### src/rtl/imem_loader.sv
// Boot loader: parses [N:16][N words BE][xor byte] from a byte stream into instruction memory.
// One byte per cycle; im_we one cycle after a word's last byte; in_ready drops in DONE/ERR and during rst.
module imem_loader #(
  parameter int MAX_WORDS = 1024
) (
  input  logic        clk,
  input  logic        rst,
  input  logic        in_valid,
  input  logic [7:0]  in_data,
  output logic        in_ready,
  output logic        im_we,
  output logic [9:0]  im_addr,
  output logic [31:0] im_wdata,
  output logic        cpu_rst,
  output logic        done,
  output logic        err
);

  typedef enum logic [2:0] {
    S_HDR0,
    S_HDR1,
    S_DATA,
    S_CSUM,
    S_DONE,
    S_ERR
  } state_t;

  localparam logic [16:0] MAX_N = 17'(MAX_WORDS);

  state_t      state;
  state_t      state_nxt;
  logic [7:0]  count_hi;
  logic [9:0]  last_idx;
  logic [9:0]  word_cnt;
  logic [1:0]  byte_cnt;
  logic [23:0] asm_buf;
  logic [7:0]  xor_acc;
  logic [15:0] n_in;
  logic        accept;

  assign n_in   = {count_hi, in_data};
  assign accept = in_valid && in_ready;

  always_comb begin
    state_nxt = state;
    in_ready  = 1'b0;
    if (!rst) begin
      in_ready = (state == S_HDR0) || (state == S_HDR1) ||
                 (state == S_DATA) || (state == S_CSUM);
    end
    case (state)
      S_HDR0: if (accept) state_nxt = S_HDR1;
      S_HDR1: begin
        if (accept) begin
          if ({1'b0, n_in} > MAX_N)  state_nxt = S_ERR;
          else if (n_in == 16'd0)    state_nxt = S_CSUM;
          else                       state_nxt = S_DATA;
        end
      end
      S_DATA: begin
        if (accept && byte_cnt == 2'd3 && word_cnt == last_idx) state_nxt = S_CSUM;
      end
      S_CSUM: begin
        if (accept) state_nxt = (in_data == xor_acc) ? S_DONE : S_ERR;
      end
      default: state_nxt = state;
    endcase
  end

  always_ff @(posedge clk) begin
    if (rst) begin
      state    <= S_HDR0;
      count_hi <= 8'd0;
      last_idx <= 10'd0;
      word_cnt <= 10'd0;
      byte_cnt <= 2'd0;
      asm_buf  <= 24'd0;
      xor_acc  <= 8'd0;
      im_we    <= 1'b0;
      im_addr  <= 10'd0;
      im_wdata <= 32'd0;
      done     <= 1'b0;
      err      <= 1'b0;
      cpu_rst  <= 1'b1;
    end else begin
      state   <= state_nxt;
      im_we   <= 1'b0;
      // Release outputs come straight from flops so cpu_rst and done switch together.
      done    <= (state_nxt == S_DONE);
      err     <= (state_nxt == S_ERR);
      cpu_rst <= (state_nxt != S_DONE);
      if (accept) begin
        case (state)
          S_HDR0: begin
            count_hi <= in_data;
            xor_acc  <= xor_acc ^ in_data;
          end
          S_HDR1: begin
            last_idx <= 10'(n_in - 16'd1);
            word_cnt <= 10'd0;
            byte_cnt <= 2'd0;
            xor_acc  <= xor_acc ^ in_data;
          end
          S_DATA: begin
            xor_acc  <= xor_acc ^ in_data;
            asm_buf  <= {asm_buf[15:0], in_data};
            byte_cnt <= byte_cnt + 2'd1;
            if (byte_cnt == 2'd3) begin
              im_we    <= 1'b1;
              im_addr  <= word_cnt;
              im_wdata <= {asm_buf, in_data};
              if (word_cnt != last_idx) word_cnt <= word_cnt + 10'd1;
            end
          end
          default: ;
        endcase
      end
    end
  end

endmodule
### config.mk
export PLATFORM = sky130hd
export DESIGN_NAME = imem_loader
export DESIGN_NICKNAME = d
export VERILOG_FILES = /design/src/rtl/imem_loader.sv
export SDC_FILE = /design/constraint.sdc
export NUM_CORES = 1
export LEC_CHECK = 0
export CORE_MARGIN = 3
export CORE_UTILIZATION = 40
export CTS_BUF_LIST = sky130_fd_sc_hd__clkbuf_8
export DETAILED_ROUTE_END_ITERATION = 12
export PLACE_DENSITY = 0.6
export SYNTH_ARGS = -nofsm -noshare
export SYNTH_HDL_FRONTEND = slang
export SYNTH_SLANG_ARGS = --single-unit
export TNS_END_PERCENT = 100
### constraint.sdc
create_clock -name clk -period 2.6 [get_ports clk]
set_input_delay 0.52 -clock clk [delete_from_list [all_inputs] [get_ports clk]]
set_output_delay 0.52 -clock clk [all_outputs]
set_load 0.03 [all_outputs]
==> results of run 1 <==
-- flip-flops by register name, indices dropped and copies added, names as in the netlist --
name and flops:
im_wdata 32, asm_buf 24, im_addr 10, last_idx 10, word_cnt 10, count_hi 8, xor_acc 8, state 3
byte_cnt 2, cpu_rst 1, done 1, err 1, im_we 1
-- stage by stage --
step / setup slack, ns / power (mW) / cells
detailed placement: 0.04332 / 2.023 / 738
global placement: 0.09512 / 2.018 / 738
CTS: 0.4070 / 2.978 / 754
finish: 0.4051 / 2.940 / 754
global route: 0.2536 / 3.080 / 754
floorplan: 0.5561 / 1.945 / 557
-- worst max-delay path, stage by stage --
cell and delay, ns:
clkdlybuf4s50_1 0.51, or3b_1 0.47, nor3_4 0.32, o21ai_1 0.18, a211oi_1 0.30, mux2i_1 0.21
-- how the worst min path moves through the flow --
| stage | cells past startpoint | endpoint | slack [ns] |
|---|---|---|---|
| global route | 2 | im_wdata[30] | 0.48 |
| global placement | 2 | byte_cnt[1] | 0.44 |
| finish | 2 | im_wdata[30] | 0.45 |
| floorplan | 2 | im_wdata[31] | 0.43 |
| detailed placement | 2 | im_wdata[30] | 0.45 |
| CTS | 2 | count_hi[7] | 0.46 |
-- cell families (layout without fill, tap and decap cells) --
family,after synthesis,count (layout),synth area share [%]
xor+xnor,35,35,6.656
mux,13,13,2.825
buf+inv,49,106,4.836
fa+ha+maj,4,4,1.087
compound gates,106,106,13.58
simple gates,239,239,22.77
flops,111,111,48.25
-- layer usage --
metal / global-route usage [%] / part of all wire (%) / up-vias
met5: 0 / 0 / -
met4: 5.689 / 1.1 / 0
met3: 3.102 / 5.8 / 10
met2: 28.20 / 46 / 89
met1: 22.83 / 48 / 1754
li1: - / - / 1964
-- cells in the final DEF (no fill, tap or decap), types with 2 or more instances in the layout --
| cell type | instances |
|---|---|
| nand2_1 | 159 |
| dfxtp_1 | 111 |
| a21oi_1 | 74 |
| clkdlybuf4s50_1 | 56 |
| nor2_1 | 38 |
| buf_4 | 25 |
| xor2_1 | 19 |
| xnor2_1 | 16 |
| mux2i_1 | 13 |
| a211oi_1 | 10 |
| clkbuf_8 | 9 |
| inv_1 | 7 |
| nor4_1 | 6 |
| nand3_1 | 6 |
| o2111ai_1 | 5 |
| or3_1 | 4 |
| ha_1 | 4 |
| or4_1 | 3 |
| nand4_1 | 3 |
| nor3_1 | 3 |
| and3_1 | 3 |
| a2111o_1 | 3 |
| o211ai_1 | 3 |
| nor3_4 | 2 |
| o21ai_0 | 2 |
| a41oi_1 | 2 |
| o31ai_1 | 2 |
| and2_1 | 2 |
| clkinv_4 | 2 |
| inv_6 | 2 |
-- power by group through the flow --
stage | registers, mW | clock network, mW | logic [mW]
global placement | 1.78 | 0 | 0.234
detailed placement | 1.79 | 0 | 0.238
finish | 1.75 | 0.958 | 0.237
global route | 1.75 | 1.07 | 0.263
CTS | 1.75 | 0.994 | 0.239
floorplan | 1.78 | 0 | 0.166
-- final cells by class --
class / count / area, um^2
clock inverters: 7 / 55.05
clock buffers: 9 / 123.9
flip-flops and latches: 111 / 2222
fillers: 1124 / 5494
multi-input cells: 397 / 2161
repair buffers: 83 / 773.2
well taps: 140 / 175.2
inverters: 7 / 26.28
==> results.json, run 1 <==
{
  "r2r_start": "state[2]",
  "grt_pass1_wl_um": 17950,
  "drt-wirelength-per-cell_um": 13.87,
  "grt_max_degree": 53,
  "fin_crit_sh_pct": 84.42,
  "wl_um": 10460,
  "synth_seq_cells": 111,
  "first_pass_iters": 4,
  "fp.dieH_um": 113.3,
  "dpl_cell_area_mm2": 0.005358,
  "yosysWarningCount": 0,
  "drt-initial-drc-count": 213,
  "grt_pass1_vias": 3666,
  "tritoncts": "built",
  "worst_hold_slack_ns": 0.4548,
  "peakVddDrop_v": 0.0002991,
  "outcome": "complete, no violations",
  "ctsResizeCount": 0,
  "detailedPlacementHpwl_um": 7383,
  "hold_start": "asm_buf[22]",
  "netlist_area_mm2": 0.004606,
  "viasPerCell": 5.062,
  "pwr-share-comb_pct": 8.0,
  "hold_buffers": 0,
  "yosys-top-cells-count": "nand2_1 (159), dfxtp_1 (111), a21oi_1 (74)",
  "clkTransAtPathRegs_ns": 0.11,
  "clock_power_share_pct": 32.6,
  "postLayoutCoreUtil_pct": 50.19,
  "yosys-top-cells-area": "dfxtp_1 (48%), nand2_1 (13%), a21oi_1 (8.0%)",
  "post_cts_buffers": 0,
  "netlist_instances": 557,
  "die_area_mm2": 0.01284,
  "root_buffer": "clkbuf_8",
  "drive_gt1_share_pct": 8.143,
  "power_density_mw_per_mm2": 531.0,
  "grt_util_all_layers_pct": 17.16,
  "area_growth_syn_to_layout_pct": 20.21,
  "worst_slew_pin_slew_ns": 0.5091,
  "final-setup-viol-count": 0,
  "power_frac_seq_pct": 59.4,
  "maxSlewHeadroom_pct": 66.06,
  "hold_viol": 0,
  "rrSetupSlack_ns": 0.66,
  "start_util_pct": 41.75,
  "setup_tns_ns": 0,
  "end_kind": "flop",
  "internal_power_mw": 2.180,
  "clk_path_buf_depth": 2,
  "antenna_left": 0,
  "swShare_pct": 25.86,
  "final_net_count": 624,
  "yosysMostFrequentCell": "nand2_1",
  "crit_type": "in2reg",
  "critPathArrivalTime_ns": 2.50,
  "gr-total-overflow": 0,
  "reg2reg_to": "word_cnt[6]",
  "r2r_cells": 5,
  "diodes": 0,
  "synth-seq-area-share_pct": 48.25,
  "cts-buffers-inserted": 9,
  "die_x_um": 113.3,
  "ys.flop_type": "dfxtp_1",
  "boundaryPins": 58,
  "yosysTopAreaCellShare_pct": 48.25,
  "htree_levels": 3,
  "leakage_nw": 1.920,
  "num_rows": 38,
  "rsz0062_at_grt": "false",
  "crit_start": "in_valid",
  "cp-endpoint": "word_cnt[6]",
  "fin_area_mm2": 0.005537,
  "yosys.area.top_type": "dfxtp_1",
  "core_mm2": 0.01103,
  "cp.required_ns": 2.91,
  "clock_skew_ns": 0.01169,
  "fmax_mhz": 455.6,
  "routabilityCongestion": 0.8299,
  "clock-sinks": 111,
  "maxCapViolCount": 0,
  "drv_slew": 0,
  "power_switching_mw": 0.7604,
  "vias": 3817,
  "grt_antenna_before_repair": 0,
  "drc": 0,
  "crit_path_start_kind": "input port",
  "synth_cell_type_count": 45,
  "synth_edf_count": 0,
  "syn_nets": 572,
  "insertion_delay_ns": 0.36,
  "min_period_ns": 2.195,
  "syn_avg_cell_area_um2": 8.269,
  "portBuffers": 57,
  "hold_path_class": "reg2reg",
  "async_flop_share_pct": 0,
  "path_max_fanout": 9
}
(Power assumes the default switching activity.)
==> run 2, diff against run 1 <==
- clock period: 2.6 -> 2.05 ns (I/O delays scaled with it)
==> results.json, run 2 (synthesis gave the netlist of run 1 again) <==
{
  "crit_path_start_kind": "input port",
  "r2r_cells": 6,
  "root_buffer": "clkbuf_8",
  "drt-wirelength-per-cell_um": 14.03,
  "grt_max_degree": 57,
  "detailedPlacementHpwl_um": 7460,
  "setup_tns_ns": 0,
  "postLayoutCoreUtil_pct": 51.84,
  "grt_pass1_vias": 3834,
  "fmax_mhz": 502.9,
  "crit_type": "in2reg",
  "dp.cells": 751,
  "clock-sinks": 111,
  "cp_slowest_stage_delay_ns": 0.47,
  "fill_cells": 1137,
  "grt_util_all_layers_pct": 17.59,
  "drt-initial-drc-count": 267,
  "cts-buffers-inserted": 9,
  "maxCapViolCount": 0,
  "grt_antenna_before_repair": 0,
  "die_x_um": 113.3,
  "hold_start": "rst",
  "multiInputGateArea_mm2": 0.002181,
  "r2r_start": "state[2]",
  "wl_met2_um": 4803,
  "reg_top3": "im_wdata x32, asm_buf x24",
  "drv_slew": 0,
  "maxUsedRoutingLayer": "met4",
  "insertion_delay_ns": 0.39,
  "grt_pass1_wl_um": 18250,
  "tritoncts": "built",
  "wl_met3_um": 552,
  "layout_commonest_cell": "nand2_1",
  "regArea_mm2": 0.002222,
  "hold_end": "word_cnt[1]",
  "die_area_mm2": 0.01284,
  "clock_skew_ns": 0.01352,
  "boundaryPins": 58,
  "finalWorstSetupSlack_ns": 0.06138,
  "outcome": "complete, no violations",
  "instances_no_fill": 769,
  "critPathArrivalTime_ns": 2.32,
  "min_path_cells": 4,
  "antenna_left": 0,
  "area_growth_syn_to_layout_pct": 24.15,
  "drc": 0,
  "viasPerCell": 5.073,
  "diodes": 0,
  "peakVddDrop_v": 0.0003402,
  "num_rows": 38,
  "drive_gt1_share_pct": 11.45,
  "place_ws_ns": -0.3473,
  "gr-total-overflow": 0,
  "start_util_pct": 41.75,
  "htree_levels": 3,
  "path_cells": "clkdlybuf4s50_1 -> or3b_4 -> nor3_4 -> buf_4 -> o2111ai_2 -> a2111o_1 -> nand2_1",
  "maxSlewHeadroom_pct": 62.81,
  "top_register": "im_wdata",
  "clkTransAtPathRegs_ns": 0.11,
  "dpl_cell_area_mm2": 0.005478,
  "hold_viol": 0,
  "final-setup-viol-count": 0,
  "worst_slew_pin_slew_ns": 0.5579,
  "cp.required_ns": 2.38,
  "worst_hold_slack_ns": 0.4312,
  "hold_path_class": "in2reg",
  "wl_um": 10790,
  "fin_area_mm2": 0.005718,
  "rrSetupSlack_ns": 0.14,
  "fp.dieH_um": 113.3,
  "fin_crit_sh_pct": 97.01,
  "finalPower_mw": 3.856,
  "cpMaxStageDelayCell": "clkdlybuf4s50_1",
  "final_net_count": 639,
  "end_kind": "flop",
  "path_max_fanout": 6,
  "power_density_mw_per_mm2": 674.3,
  "layout_common_cells": "nand2_1 (159), dfxtp_1 (111), a21oi_1 (74), clkdlybuf4s50_1 (55), buf_4 (39)",
  "largest_reg_flops": 32,
  "core_mm2": 0.01103,
  "m1WireLength_um": 5234,
  "leakage_nw": 2.011,
  "routabilityCongestion": 0.8626,
  "reg2reg_to": "word_cnt[5]",
  "portBuffers": 57,
  "vias": 3901,
  "first_pass_iters": 4,
  "crit_start": "in_valid",
  "clk_path_buf_depth": 2,
  "min_period_ns": 1.989
}
-- run 2: changes by cell type in the layout (fill, tap and decap cells not counted), sizes merged --
cell	change
clkinv	+2
clkinvlp	+1
inv	-3
clkdlybuf4s50	-1
buf	+16
-- run 2: report_power, final --
group	switching, mW	internal, mW
Sequential	0.0284	2.19
Combinational	0.185	0.136
Clock	0.838	0.481
-- run 2: critical path: cells and delay by family --
| kind | cells | cell delay (ns) |
|---|---|---|
| and+or+nand+nor | 3 | 0.76 |
| buffers and inverters | 2 | 0.64 |
| AOI/OAI and AO/OA | 2 | 0.50 |
-- run 2: area by class of cell --
| type | instances | share of cell area (%) |
|---|---|---|
| Clock buffer | 9 | 2.166 |
| Clock inverter | 7 | 1.422 |
| Inverter | 7 | 0.4595 |
| Multi-Input combinational cell | 397 | 38.14 |
| Sequential cell | 111 | 38.86 |
| Tap cell | 140 | 3.063 |
| Timing Repair Buffer | 98 | 15.89 |
-- run 2: metal layers --
| layer | vias up | GRT usage (%) |
|---|---|---|
| li1 | 1986 | - |
| met1 | 1817 | 23.70 |
| met2 | 82 | 27.76 |
| met3 | 16 | 3.850 |
| met4 | 0 | 6.410 |
| met5 | - | 0 |
-- run 2: worst max path at each step --
stage                        to  slack, ns
finish              word_cnt[5]       0.06
detailed placement  word_cnt[8]      -0.35
floorplan              state[1]       0.12
global placement    word_cnt[8]      -0.27
global route        word_cnt[8]     -0.009
CTS                 word_cnt[8]       0.04
-- run 2: repair_timing --
item | 4_1_cts | 5_1_grt
buffers inserted | 0 | 2
hold buffers | 0 | 0
endpoints found under the setup margin | 0 | 9
hold endpoints to repair | 0 | 0
resized for setup | 0 | 5
==> run 3, diff against run 2 <==
- CORE_MARGIN: 3 -> 4
==> results.json, run 3 (synthesis gave the netlist of run 1 again) <==
{
  "grt_max_degree": 80,
  "end_kind": "flop",
  "boundaryPins": 58,
  "start_util_pct": 41.75,
  "clk_path_buf_depth": 2,
  "critPathArrivalTime_ns": 2.30,
  "hold_buffers": 0,
  "drt-initial-drc-count": 212,
  "die_area_mm2": 0.01330,
  "cp.required_ns": 2.36,
  "grt_util_all_layers_pct": 16.82,
  "num_rows": 38,
  "layout_commonest_cell": "nand2_1",
  "drt-wirelength-per-cell_um": 14.08,
  "largest_reg_flops": 32,
  "maxSlewHeadroom_pct": 45.24,
  "top_register": "im_wdata",
  "reg_top3": "im_wdata x32, asm_buf x24",
  "rsz0062_at_grt": "false",
  "crit_path_start_kind": "input port",
  "htree_levels": 3,
  "insertion_delay_ns": 0.38,
  "clock_skew_ns": 0.008965,
  "final-setup-viol-count": 0,
  "portBuffers": 57,
  "clock-sinks": 111,
  "layout_common_cells": "nand2_1 (159), dfxtp_1 (111), a21oi_1 (74), clkdlybuf4s50_1 (55), buf_4 (39)",
  "root_buffer": "clkbuf_8",
  "die_x_um": 115.3,
  "cts-buffers-inserted": 9,
  "final_net_count": 639,
  "grt_antenna_before_repair": 0,
  "fmax_mhz": 503.8,
  "fin_crit_sh_pct": 96.82,
  "first_pass_iters": 4,
  "dp.cells": 752,
  "peakVddDrop_v": 0.0003990,
  "grt_pass1_wl_um": 17840,
  "grt_pass1_vias": 3610,
  "detailedPlacementHpwl_um": 7560,
  "hold_path_class": "reg2reg",
  "fp.dieH_um": 115.3,
  "worst_slew_pin_slew_ns": 0.8213,
  "path_max_fanout": 6,
  "drv_slew": 0,
  "vias": 3886,
  "area_growth_syn_to_layout_pct": 23.85,
  "outcome": "complete, no violations",
  "clkTransAtPathRegs_ns": 0.10,
  "worst_hold_slack_ns": 0.4590,
  "finalWorstSetupSlack_ns": 0.06522,
  "drc": 0,
  "tritoncts": "built",
  "antenna_left": 0,
  "gr-total-overflow": 0,
  "place_ws_ns": -0.3684,
  "routabilityCongestion": 0.8515,
  "drive_gt1_share_pct": 10.99,
  "maxCapViolCount": 0,
  "diodes": 0,
  "viasPerCell": 5.060,
  "instances_no_fill": 768,
  "crit_type": "in2reg",
  "core_mm2": 0.01103,
  "hold_viol": 0,
  "postLayoutCoreUtil_pct": 51.71,
  "power_density_mw_per_mm2": 681.7,
  "wl_um": 10820,
  "min_period_ns": 1.985,
  "leakage_nw": 2.009
}
run 3: cell type report:
class / count / area (um^2)
repair buffers: 98 / 908.4
clock inverters: 6 / 75.07
clock buffers: 9 / 123.9
inverters: 7 / 26.28
well taps: 140 / 175.2
fillers: 1106 / 5326
flip-flops and latches: 111 / 2222
multi-input cells: 397 / 2173
run 3: layer usage:
metal | vias up | global-route usage [%] | share of wire, %
li1 | 1994 | - | -
met1 | 1805 | 22.82 | 48
met2 | 73 | 25.81 | 46
met3 | 14 | 4.474 | 4.8
met4 | 0 | 6.103 | 1.4
met5 | - | 0 | 0
run 3: power breakdown:
part / leakage [nW] / internal (mW) / switching (mW) / total, mW
sequential: 0.896 / 2.19 / 0.0287 / 2.21
combinational: 1.01 / 0.136 / 0.187 / 0.323
clock: 0.0982 / 0.578 / 0.773 / 1.35
run 3: worst paths after layout:
| path | depth (start not counted) | slack (ns) | to | startpoint |
|---|---|---|---|---|
| max | 6 | 0.07 | word_cnt[6] | in_valid |
| min reg2reg | 2 | 0.46 | im_wdata[31] | im_wdata[31] |
| max reg2reg | 5 | 0.14 | word_cnt[6] | state[2] |
| min | 2 | 0.46 | im_wdata[31] | im_wdata[31] |
run 3: per-stage QoR:
step / power (mW) / TNS, ns / area, um^2
detailed placement: 2.583 / -21.91 / 5485
floorplan: 2.467 / 0 / 4606
global placement: 2.576 / -19.90 / 5485
global route: 4.052 / 0 / 5704
finish: 3.888 / 0 / 5704
CTS: 3.930 / 0 / 5684
run 3: timing repair:
action | 4_1_cts | 5_1_grt
setup endpoints to repair | 0 | 6
resized for setup | 0 | 3
buffers inserted | 0 | 1
run 3: worst max-delay path: stages:
cell,delay (ns)
clkdlybuf4s50_1,0.47
or3b_4,0.42
nor3_4,0.31
o21ai_1,0.18
a211oi_1,0.30
mux2i_1,0.21
